===== src/rtl/reset_sequencer.sv =====
// Purpose: sequences NUM_CH active-low resets out of system, debounced-pin and software reset sources.
// Latency: outputs are registered; the first channel releases HOLD_CYCLES after the last trigger, then one channel every STAGE_GAP.
// Backpressure: none; any trigger re-asserts every channel on the next edge and restarts the hold.
module reset_sequencer #(
    parameter int NUM_CH      = 4,
    parameter int HOLD_CYCLES = 32,
    parameter int STAGE_GAP   = 16,
    parameter int DEBOUNCE    = 8,
    parameter int CNT_W       = 8
) (
    input  logic              clk_i,
    input  logic              reset_i,
    input  logic              ext_nreset_i,
    input  logic              sw_reset_i,
    output logic [NUM_CH-1:0] nreset_o,
    output logic              ready_o,
    output logic [1:0]        cause_o,
    output logic [7:0]        reset_count_o
);

    localparam int STG_W = (NUM_CH > 1) ? $clog2(NUM_CH) : 1;

    localparam logic [CNT_W-1:0] HOLD_LD  = CNT_W'(HOLD_CYCLES - 1);
    localparam logic [CNT_W-1:0] GAP_LD   = CNT_W'(STAGE_GAP - 1);
    localparam logic [CNT_W-1:0] DEB_MAX  = CNT_W'(DEBOUNCE - 1);
    localparam logic [STG_W-1:0] LAST_STG = STG_W'(NUM_CH - 1);

    localparam logic [1:0] CAUSE_SYS = 2'b00;
    localparam logic [1:0] CAUSE_EXT = 2'b01;
    localparam logic [1:0] CAUSE_SW  = 2'b10;

    typedef enum logic [1:0] {
        ST_ASSERT  = 2'd0,
        ST_RELEASE = 2'd1,
        ST_RUN     = 2'd2
    } state_t;

    // Power-up values match the reset values so the FPGA starts in ASSERT.
    logic              sync1_q    = 1'b1;
    logic              sync2_q    = 1'b1;
    logic [CNT_W-1:0]  deb_cnt_q  = '0;
    logic [CNT_W-1:0]  deb_cnt_d;
    state_t            state_q    = ST_ASSERT;
    logic [CNT_W-1:0]  hold_cnt_q = HOLD_LD;
    logic [CNT_W-1:0]  gap_cnt_q  = '0;
    logic [STG_W-1:0]  stage_q    = '0;
    logic [NUM_CH-1:0] nreset_q   = '0;
    logic              ready_q    = 1'b0;
    logic [1:0]        cause_q    = CAUSE_SYS;
    logic [7:0]        count_q    = '0;

    logic ext_req;
    logic trigger;

    // Two-flop synchroniser for the asynchronous pin, followed by the debounce counter.
    always_ff @(posedge clk_i) begin
        if (reset_i) begin
            sync1_q   <= 1'b1;
            sync2_q   <= 1'b1;
            deb_cnt_q <= '0;
        end else begin
            sync1_q   <= ext_nreset_i;
            sync2_q   <= sync1_q;
            deb_cnt_q <= deb_cnt_d;
        end
    end

    // Debounce counts synchronised-low cycles, clears on high, saturates at the request threshold.
    always_comb begin
        deb_cnt_d = deb_cnt_q;
        if (sync2_q) begin
            deb_cnt_d = '0;
        end else if (deb_cnt_q != DEB_MAX) begin
            deb_cnt_d = deb_cnt_q + CNT_W'(1);
        end
    end

    // The pin request is live only while the pin is still low at the threshold, so release
    // timing tracks the pin going high rather than a stretched pulse.
    assign ext_req = !sync2_q && (deb_cnt_q == DEB_MAX);
    assign trigger = ext_req | sw_reset_i;

    // Sequencer FSM: hold all channels, then release them one by one, then run.
    always_ff @(posedge clk_i) begin
        if (reset_i) begin
            state_q    <= ST_ASSERT;
            hold_cnt_q <= HOLD_LD;
            gap_cnt_q  <= '0;
            stage_q    <= '0;
            nreset_q   <= '0;
            ready_q    <= 1'b0;
            cause_q    <= CAUSE_SYS;
            count_q    <= '0;
        end else begin
            case (state_q)
                ST_ASSERT: begin
                    nreset_q <= '0;
                    ready_q  <= 1'b0;
                    if (trigger) begin
                        hold_cnt_q <= HOLD_LD;
                    end else if (hold_cnt_q == '0) begin
                        nreset_q  <= NUM_CH'(1);
                        gap_cnt_q <= GAP_LD;
                        if (NUM_CH == 1) begin
                            state_q <= ST_RUN;
                            ready_q <= 1'b1;
                        end else begin
                            state_q <= ST_RELEASE;
                            stage_q <= STG_W'(1);
                        end
                    end else begin
                        hold_cnt_q <= hold_cnt_q - CNT_W'(1);
                    end
                end

                ST_RELEASE, ST_RUN: begin
                    if (trigger) begin
                        // Entry into ASSERT from a running system: all channels drop together.
                        state_q    <= ST_ASSERT;
                        nreset_q   <= '0;
                        ready_q    <= 1'b0;
                        hold_cnt_q <= HOLD_LD;
                        stage_q    <= '0;
                        cause_q    <= ext_req ? CAUSE_EXT : CAUSE_SW;
                        if (count_q != 8'hFF) begin
                            count_q <= count_q + 8'd1;
                        end
                    end else if (state_q == ST_RUN) begin
                        nreset_q <= '1;
                        ready_q  <= 1'b1;
                    end else if (gap_cnt_q == '0) begin
                        nreset_q[stage_q] <= 1'b1;
                        if (stage_q == LAST_STG) begin
                            state_q <= ST_RUN;
                            ready_q <= 1'b1;
                        end else begin
                            stage_q   <= stage_q + STG_W'(1);
                            gap_cnt_q <= GAP_LD;
                        end
                    end else begin
                        gap_cnt_q <= gap_cnt_q - CNT_W'(1);
                    end
                end

                default: begin
                    state_q    <= ST_ASSERT;
                    nreset_q   <= '0;
                    ready_q    <= 1'b0;
                    hold_cnt_q <= HOLD_LD;
                    stage_q    <= '0;
                end
            endcase
        end
    end

    assign nreset_o      = nreset_q;
    assign ready_o       = ready_q;
    assign cause_o       = cause_q;
    assign reset_count_o = count_q;

endmodule

===== config.mk =====
export PLATFORM = sky130hd
export DESIGN_NAME = reset_sequencer
export DESIGN_NICKNAME = d
export VERILOG_FILES = /design/src/rtl/reset_sequencer.sv
export SDC_FILE = /design/constraint.sdc
export NUM_CORES = 1
export LEC_CHECK = 0
export CAP_MARGIN = 20
export CELL_PAD_IN_SITES_DETAIL_PLACEMENT = 1
export CELL_PAD_IN_SITES_GLOBAL_PLACEMENT = 2
export CORE_MARGIN = 10
export CORE_UTILIZATION = 35
export DETAILED_ROUTE_END_ITERATION = 7
export GPL_TIMING_DRIVEN = 0
export HOLD_SLACK_MARGIN = 0.06
export PLACE_DENSITY_LB_ADDON = 0.08
export REMOVE_ABC_BUFFERS = 1
export SLEW_MARGIN = 10
export SYNTH_ARGS = -nofsm -noshare
export SYNTH_HDL_FRONTEND = slang
export SYNTH_SLANG_ARGS = --single-unit

===== constraint.sdc =====
create_clock -name clk_i -period 2.27 [get_ports clk_i]
set_input_delay 0.454 -clock clk_i [delete_from_list [all_inputs] [get_ports clk_i]]
set_output_delay 0.454 -clock clk_i [all_outputs]
set_load 0.03 [all_outputs]

* Word level (Yosys, flattened, before mapping)
Index checks and enable logic that the tools add are counted.
Widths: inputs -> output; s select.
** Operators by class
- Add/subtract/negate cells :: 5
- $lt $le $gt $ge :: 2
- Equality and inequality tests :: 18
- Multiplexer cells :: 35
- Bitwise operators :: 3
- Reduce and logical (&&, ||, !) cells :: 19
** Operators by type and width (number)
- $mux 8 :: 9
- $pmux 8 s2 :: 2
- $mux 2 :: 11
- $ne 3x3->1 const B :: 6
- $add 8x1->8 const B :: 2
- $logic_not 8->1 :: 2
- $sub 8x1->8 const B :: 2
- $mux 4 :: 3
- $ne 2x2->1 const B :: 5
- $reduce_and 5->1 :: 2
- $eq 8x3->1 const B :: 1
- $ne 8x3->1 const B :: 1
- $ne 8x8->1 const B :: 1
- $pmux 2 s2 :: 2
- $pmux 4 s2 :: 1
- $mux 1 :: 6
- $reduce_and 2->1 :: 3
- $reduce_and 6->1 :: 1
- $reduce_bool 2->1 :: 3
- $eq 2x2->1 const B :: 2
- $ne 4x4->1 const B :: 1
- $or 4x4->4 :: 1
- $reduce_or 2->1 :: 2
- $lt 2x3->1 const B :: 1
- other kinds (11) :: 12
** Storage, ports and cells
- Register bits :: 45
- Input bits :: 4
- Output and inout bits :: 15
- Word-level logic and storage cells :: 93

* Depth between registers and ports, before layout
- Depth after elaboration :: 9
- Mapped depth :: 8
- Depth with buffers taken out :: 7

* Worst setup path before layout
Ideal clock, no wire load.
- Kind :: reg2reg
- From :: reg hold_cnt_q[0]
- To :: reg hold_cnt_q[4]
- Library setup time :: 0.141 ns
- Data arrival time :: 1.845 ns
- Data required time :: 2.129 ns
- Slack :: 0.283 ns
- Cell stages (with the launch flop) :: 8
- Path buffers :: 0
- Clock period less this slack :: 1.987 ns
- Cells stage by stage :: dfxtp_1 > inv_1 > ha_1 > nor2b_1 > a2111oi_0 > mux2_2 > o22ai_1 > nand2_1
** On the way
- Longest elaborated chain between the ends :: 4
- Elaborated cells on any way between the ends :: 7
- Those cells by class :: 1 x add/sub; 1 x eq/ne; 3 x mux; 2 x reduce/logical
** Ends and longest elaborated chain
- start: declaration :: line 44 : logic [CNT_W-1:0] hold_cnt_q = HOLD_LD;
- start signal: assignment :: line 112 : hold_cnt_q <= hold_cnt_q - CNT_W'(1);
- $sub 8x1->8 :: line 112
- $mux 8 :: line 101 : end else if (hold_cnt_q == '0) begin
- $mux 8 :: line 99 : if (trigger) begin
- $pmux 8 s2 :: line 95 : case (state_q)
Parallel ways exist; a longest one is shown, timed or not. The select of a mux whose other input is x is not followed.
A chain may end at the register's enable or synchronous reset.

* Worst setup path in the final report
- From :: reg deb_cnt_q[3]
- To :: reg count_q[5] (netlist: reset_count_o[5])
** On the way
- Longest elaborated chain between the ends :: 4
** Ends and longest elaborated chain
- start: declaration :: line 41 : logic [CNT_W-1:0] deb_cnt_q = '0;
- start signal: assignment :: line 64 : deb_cnt_q <= deb_cnt_d;
- $eq 8x3->1 :: line 80 : assign ext_req = !sync2_q && (deb_cnt_q == DEB_MAX);
- $logic_and 1x1->1 :: line 80
- $or 1x1->1 :: line 81 : assign trigger = ext_req | sw_reset_i;
- $reduce_and 3->1 (no line)
- end signal: assignment :: line 126 : count_q <= count_q + 8'd1;
- end: declaration :: line 50 : logic [7:0] count_q = '0;
No other way between the ends.

==> results.md <==
Placed design:
- The global placer's final weighted congestion is approximately 0.75.
- Once placement finished, the instance area stood at around 0.0028 mm².
- Detailed placement ended at an HPWL of approximately 4500 µm.
- In this run the tool buffered the top-level ports with 18 buffer cells.
- The worst setup timing slack at the placement stage is -620 ps.

Drt:
- After detailed routing, the average wire length per cell comes to 15.6 µm.
- The routed via count divided by cell count is approximately 5.4.
- The first detailed-routing pass took 4 iterations.
- The first routing iteration left 66 violations.
- The routed wire length is between 6000 and 7000 µm.
- The residual antenna-violating net count after detailed routing is 0.
- For this run, design rule violations remaining after detail routing come to 0.
- The routed layout has around 2.2k vias.

Timing:
- Static timing analysis puts the maximum clock frequency at between 0.4 and 0.5 GHz.
- After layout, the worst setup slack is between 150 and 200 ps.
- The maximum clock skew at final layout is around 5.1 ps.
- The final period utilization is 0.932.
- Setup violations remaining at the end of the flow were counted as 0.
- The worst slew margin relative to its limit is 0.520.
- Adding up every negative setup slack in the final design gives 0 ps.
- The final count of pins violating max slew came to 0.
- The clock period minus final worst setup slack is 2110 ps.
- The worst slack on hold paths is 421 ps.
- Setup repair after global routing left no endpoint under its margin.
- The count of endpoints failing hold in the final timing report was 0.
- At the pin with the least slew margin, the transition time is 719 ps.

Power:
- The clock power share is 0.374.
- The cell-internal power is slightly above 0.001 W.
- The net switching share of the total power is 0.241.
- Dividing total power by cell area gives a power density of around 460 mW/mm².
- Summed over all nets, the switching power comes to roughly 0.00033 W.
- The worst supply voltage drop on vdd is between 150 and 200 µV.
- For this design the static power due to leakage is 1.05 nW.
- The logic gate share of total power is 0.039.
- The sequential share of power is 0.587.

Setup path:
- The worst setup path is captured at a flip-flop.
- Traced cell by cell, the critical path runs through or4_4 > o21bai_4 > nand3_4 > or4_1 > a21oi_1.
- For the worst setup path, the data required time is around 2500 ps.
- The worst path arrival time is between 2000 and 2500 ps.
- The largest single stage delay on the critical path is roughly 610 ps.
- The number of buffer and inverter stages on the critical path is 0.
- The family of cells with the greatest summed delay on the critical path is simple AND/OR/NAND/NOR gates.
- The cell with the largest stage delay on the worst path is sky130_fd_sc_hd__or4_4.
- The critical-path maximum fanout is 8.
- The startpoint type of the worst setup path is a flip-flop.
- The startpoint-to-endpoint class of the critical path is reg -> reg.

Layout:
- Counting the fill cells in the layout gives around 800.
- Of the cells placed in the final design, the portion with a size suffix greater than 1 is 0.118.
- The post-route standard cell area excluding fillers is roughly 0.0029 mm².
- The number of nets in the finished design is between 300 and 400.
- The top cell types in the final layout, fill and taps aside, are sky130_fd_sc_hd__dfxtp_1, sky130_fd_sc_hd__nor2_1, sky130_fd_sc_hd__nand2_1, sky130_fd_sc_hd__clkdlybuf4s50_1, sky130_fd_sc_hd__a21oi_1.
- The final antenna diode count is 0.
- The register area is 901 µm².
- The multi-input logic area is ~0.0016 mm².
- The area growth from synthesis to layout is 18.5%.
- The most frequent standard cell in the layout excluding fill and tap cells is sky130_fd_sc_hd__dfxtp_1.

Floorplan:
- The floorplan step defined a core boundary enclosing ~0.0068 mm².
- From bottom edge to top edge, the die measures between 100 and 150 µm.
- The top-level I/O count is 19.
- The initial standard-cell utilization of the core is 0.364.
- The overall die width is about 100 µm.
- The die covers roughly 0.011 mm².
- The number of rows in the core area is 30.

Clock tree:
- The TritonCTS clock tree is built.
- The clock passes through at most 2 buffers.
- At the later pin of the worst-skew pair, clock insertion delay measures 300 ps.
- Counting the buffers created by CTS gives 5.
- The number of hold buffers added after CTS was 0.
- The number of clock sinks seen by CTS is 45.
- The H-tree generated during clock tree synthesis spans 2 levels.
- The master cell of the clock root buffer is sky130_fd_sc_hd__clkbuf_8.
- The clock slew seen by the registers of the worst setup and hold paths is ~90 ps.

Min path:
- The min-delay analysis places its worst path in the category reg -> reg.

Logic synthesis:
- The synthesized cell area is roughly 0.0025 mm².
- By area the synthesized netlist is led by sky130_fd_sc_hd__dfxtp_1, sky130_fd_sc_hd__ha_1, sky130_fd_sc_hd__nor2_1.
- The share of the Yosys chip area taken by registers is 0.363.
- Counting flops and latches in the post-synthesis netlist gives 45.
- Counting every instance in the synthesized netlist gives about 280.
- Of all cell types, the one taking the most synthesized area is sky130_fd_sc_hd__dfxtp_1.
- For this run, the leading register cell type out of synthesis is sky130_fd_sc_hd__dfxtp_1.
- The post-synthesis area per instance is a little under 9 µm².
- The synthesized design contains 0 enable-type register cells.
- For this run, asynchronously set or reset flops after synthesis account for 0.
- The netlist uses approximately 60 different library cells.
- For this run, the number of Yosys warnings is 0.
- The portion of synthesized cell area occupied by the leading cell type is 0.363.

GRT:
- The number of global-route vias before repair is 2,147.
- In the global route stage, overall resource usage came out at 0.115.
- The first-pass GRT wire length is 10,600 µm.
- The number of antenna violations at the first check in global routing is 0.
- Entering global routing, the biggest net connects 28 pins.
- The leftover overflow at the end of global routing is 0.

Status:
- The run finished with clean final reports.

Job:
- The max-cap check violation count is 0.
[metal layers]
layer	GRT usage	wire length (µm)	part of all wire	up-vias
li1	-	-	-	1083
met1	0.148	3070	0.49	1039
met2	0.180	2810	0.45	25
met3	0.0359	255	0.041	9
met4	0.0328	96	0.015	0
met5	0	0	0	-
[registers in the layout, summed over array words and instances (netlist names)]
register       flops
state_q            2
gap_cnt_q          8
nreset_o           4
sync1_q            1
cause_o            2
hold_cnt_q         8
reset_count_o      8
sync2_q            1
ready_o            1
stage_q            2
deb_cnt_q          8
[kinds of logic after synthesis]
group / share of synthesized area
compound gates: 0.201
xor+xnor: 0.0352
fa+ha+maj: 0.0705
buf+inv: 0.0368
flops: 0.363
mux: 0.0206
simple gates: 0.273
[synthesized netlist by cell type, types with 4 or more instances]
cell                       count
sky130_fd_sc_hd__o21ai_0       6
sky130_fd_sc_hd__nor3_1       11
sky130_fd_sc_hd__xor2_1        6
sky130_fd_sc_hd__nand4_1       6
sky130_fd_sc_hd__or3_1         6
sky130_fd_sc_hd__nor4_1        4
sky130_fd_sc_hd__ha_1         14
sky130_fd_sc_hd__and3_1        5
sky130_fd_sc_hd__nand2_1      17
sky130_fd_sc_hd__inv_1        11
sky130_fd_sc_hd__dfxtp_1      45
sky130_fd_sc_hd__o211ai_1      4
sky130_fd_sc_hd__nand3_1      12
sky130_fd_sc_hd__nor2b_1       4
sky130_fd_sc_hd__a21oi_1      15
sky130_fd_sc_hd__nor2_1       33
sky130_fd_sc_hd__xnor2_1       4
sky130_fd_sc_hd__a21boi_0      4
sky130_fd_sc_hd__mux2i_1       4
sky130_fd_sc_hd__nand2b_1      7
sky130_fd_sc_hd__clkbuf_1      9
[metrics by stage]
stage,util,cells,power [W]
6_report,0.431,400,0.00136
5_1_grt,0.431,400,0.00142
4_1_cts,0.423,397,0.00139
3_5_place_dp,0.405,389,0.000867
3_3_place_gp,0.400,387,0.000861
2_1_floorplan,-,273,0.000836
[area by class of cell]
class                      instances  share of cell area
sequential                        45               0.306
tap                               96              0.0408
timing repair buffer              23              0.0828
multi-input combinational        217               0.527
inverter                          11              0.0140
clock inverter                     3             0.00595
clock buffer                       5              0.0234
[final timing paths]
check / startpoint / to / depth (start not counted) / slack, ps
worst max-delay path: deb_cnt_q[3] / reset_count_o[5] / 5 / 160
worst min register to register: sync1_q / sync2_q / 1 / 420
worst min-delay path: sync1_q / sync2_q / 1 / 420
worst max register to register: deb_cnt_q[3] / reset_count_o[5] / 5 / 160
[timing repair]
| action | 4_1_cts | 5_1_grt |
|---|---|---|
| endpoints found under the hold margin | 0 | 0 |
| gates resized for setup | 7 | 5 |
| setup endpoints to repair | 24 | 11 |
| buffers inserted | 0 | 3 |
| pin swaps | 0 | 2 |
[power by group through the flow]
| stage | Combinational [W] | Clock, W | Sequential, W |
|---|---|---|---|
| finish | 0.0000529 | 0.000506 | 0.000796 |
| floorplan | 0.0000226 | 0 | 0.000814 |
| CTS | 0.0000534 | 0.000537 | 0.000796 |
| detailed placement | 0.0000527 | 0 | 0.000815 |
| global placement | 0.0000459 | 0 | 0.000815 |
| global route | 0.0000579 | 0.000566 | 0.000797 |
Power figures use the tool's default switching activity.
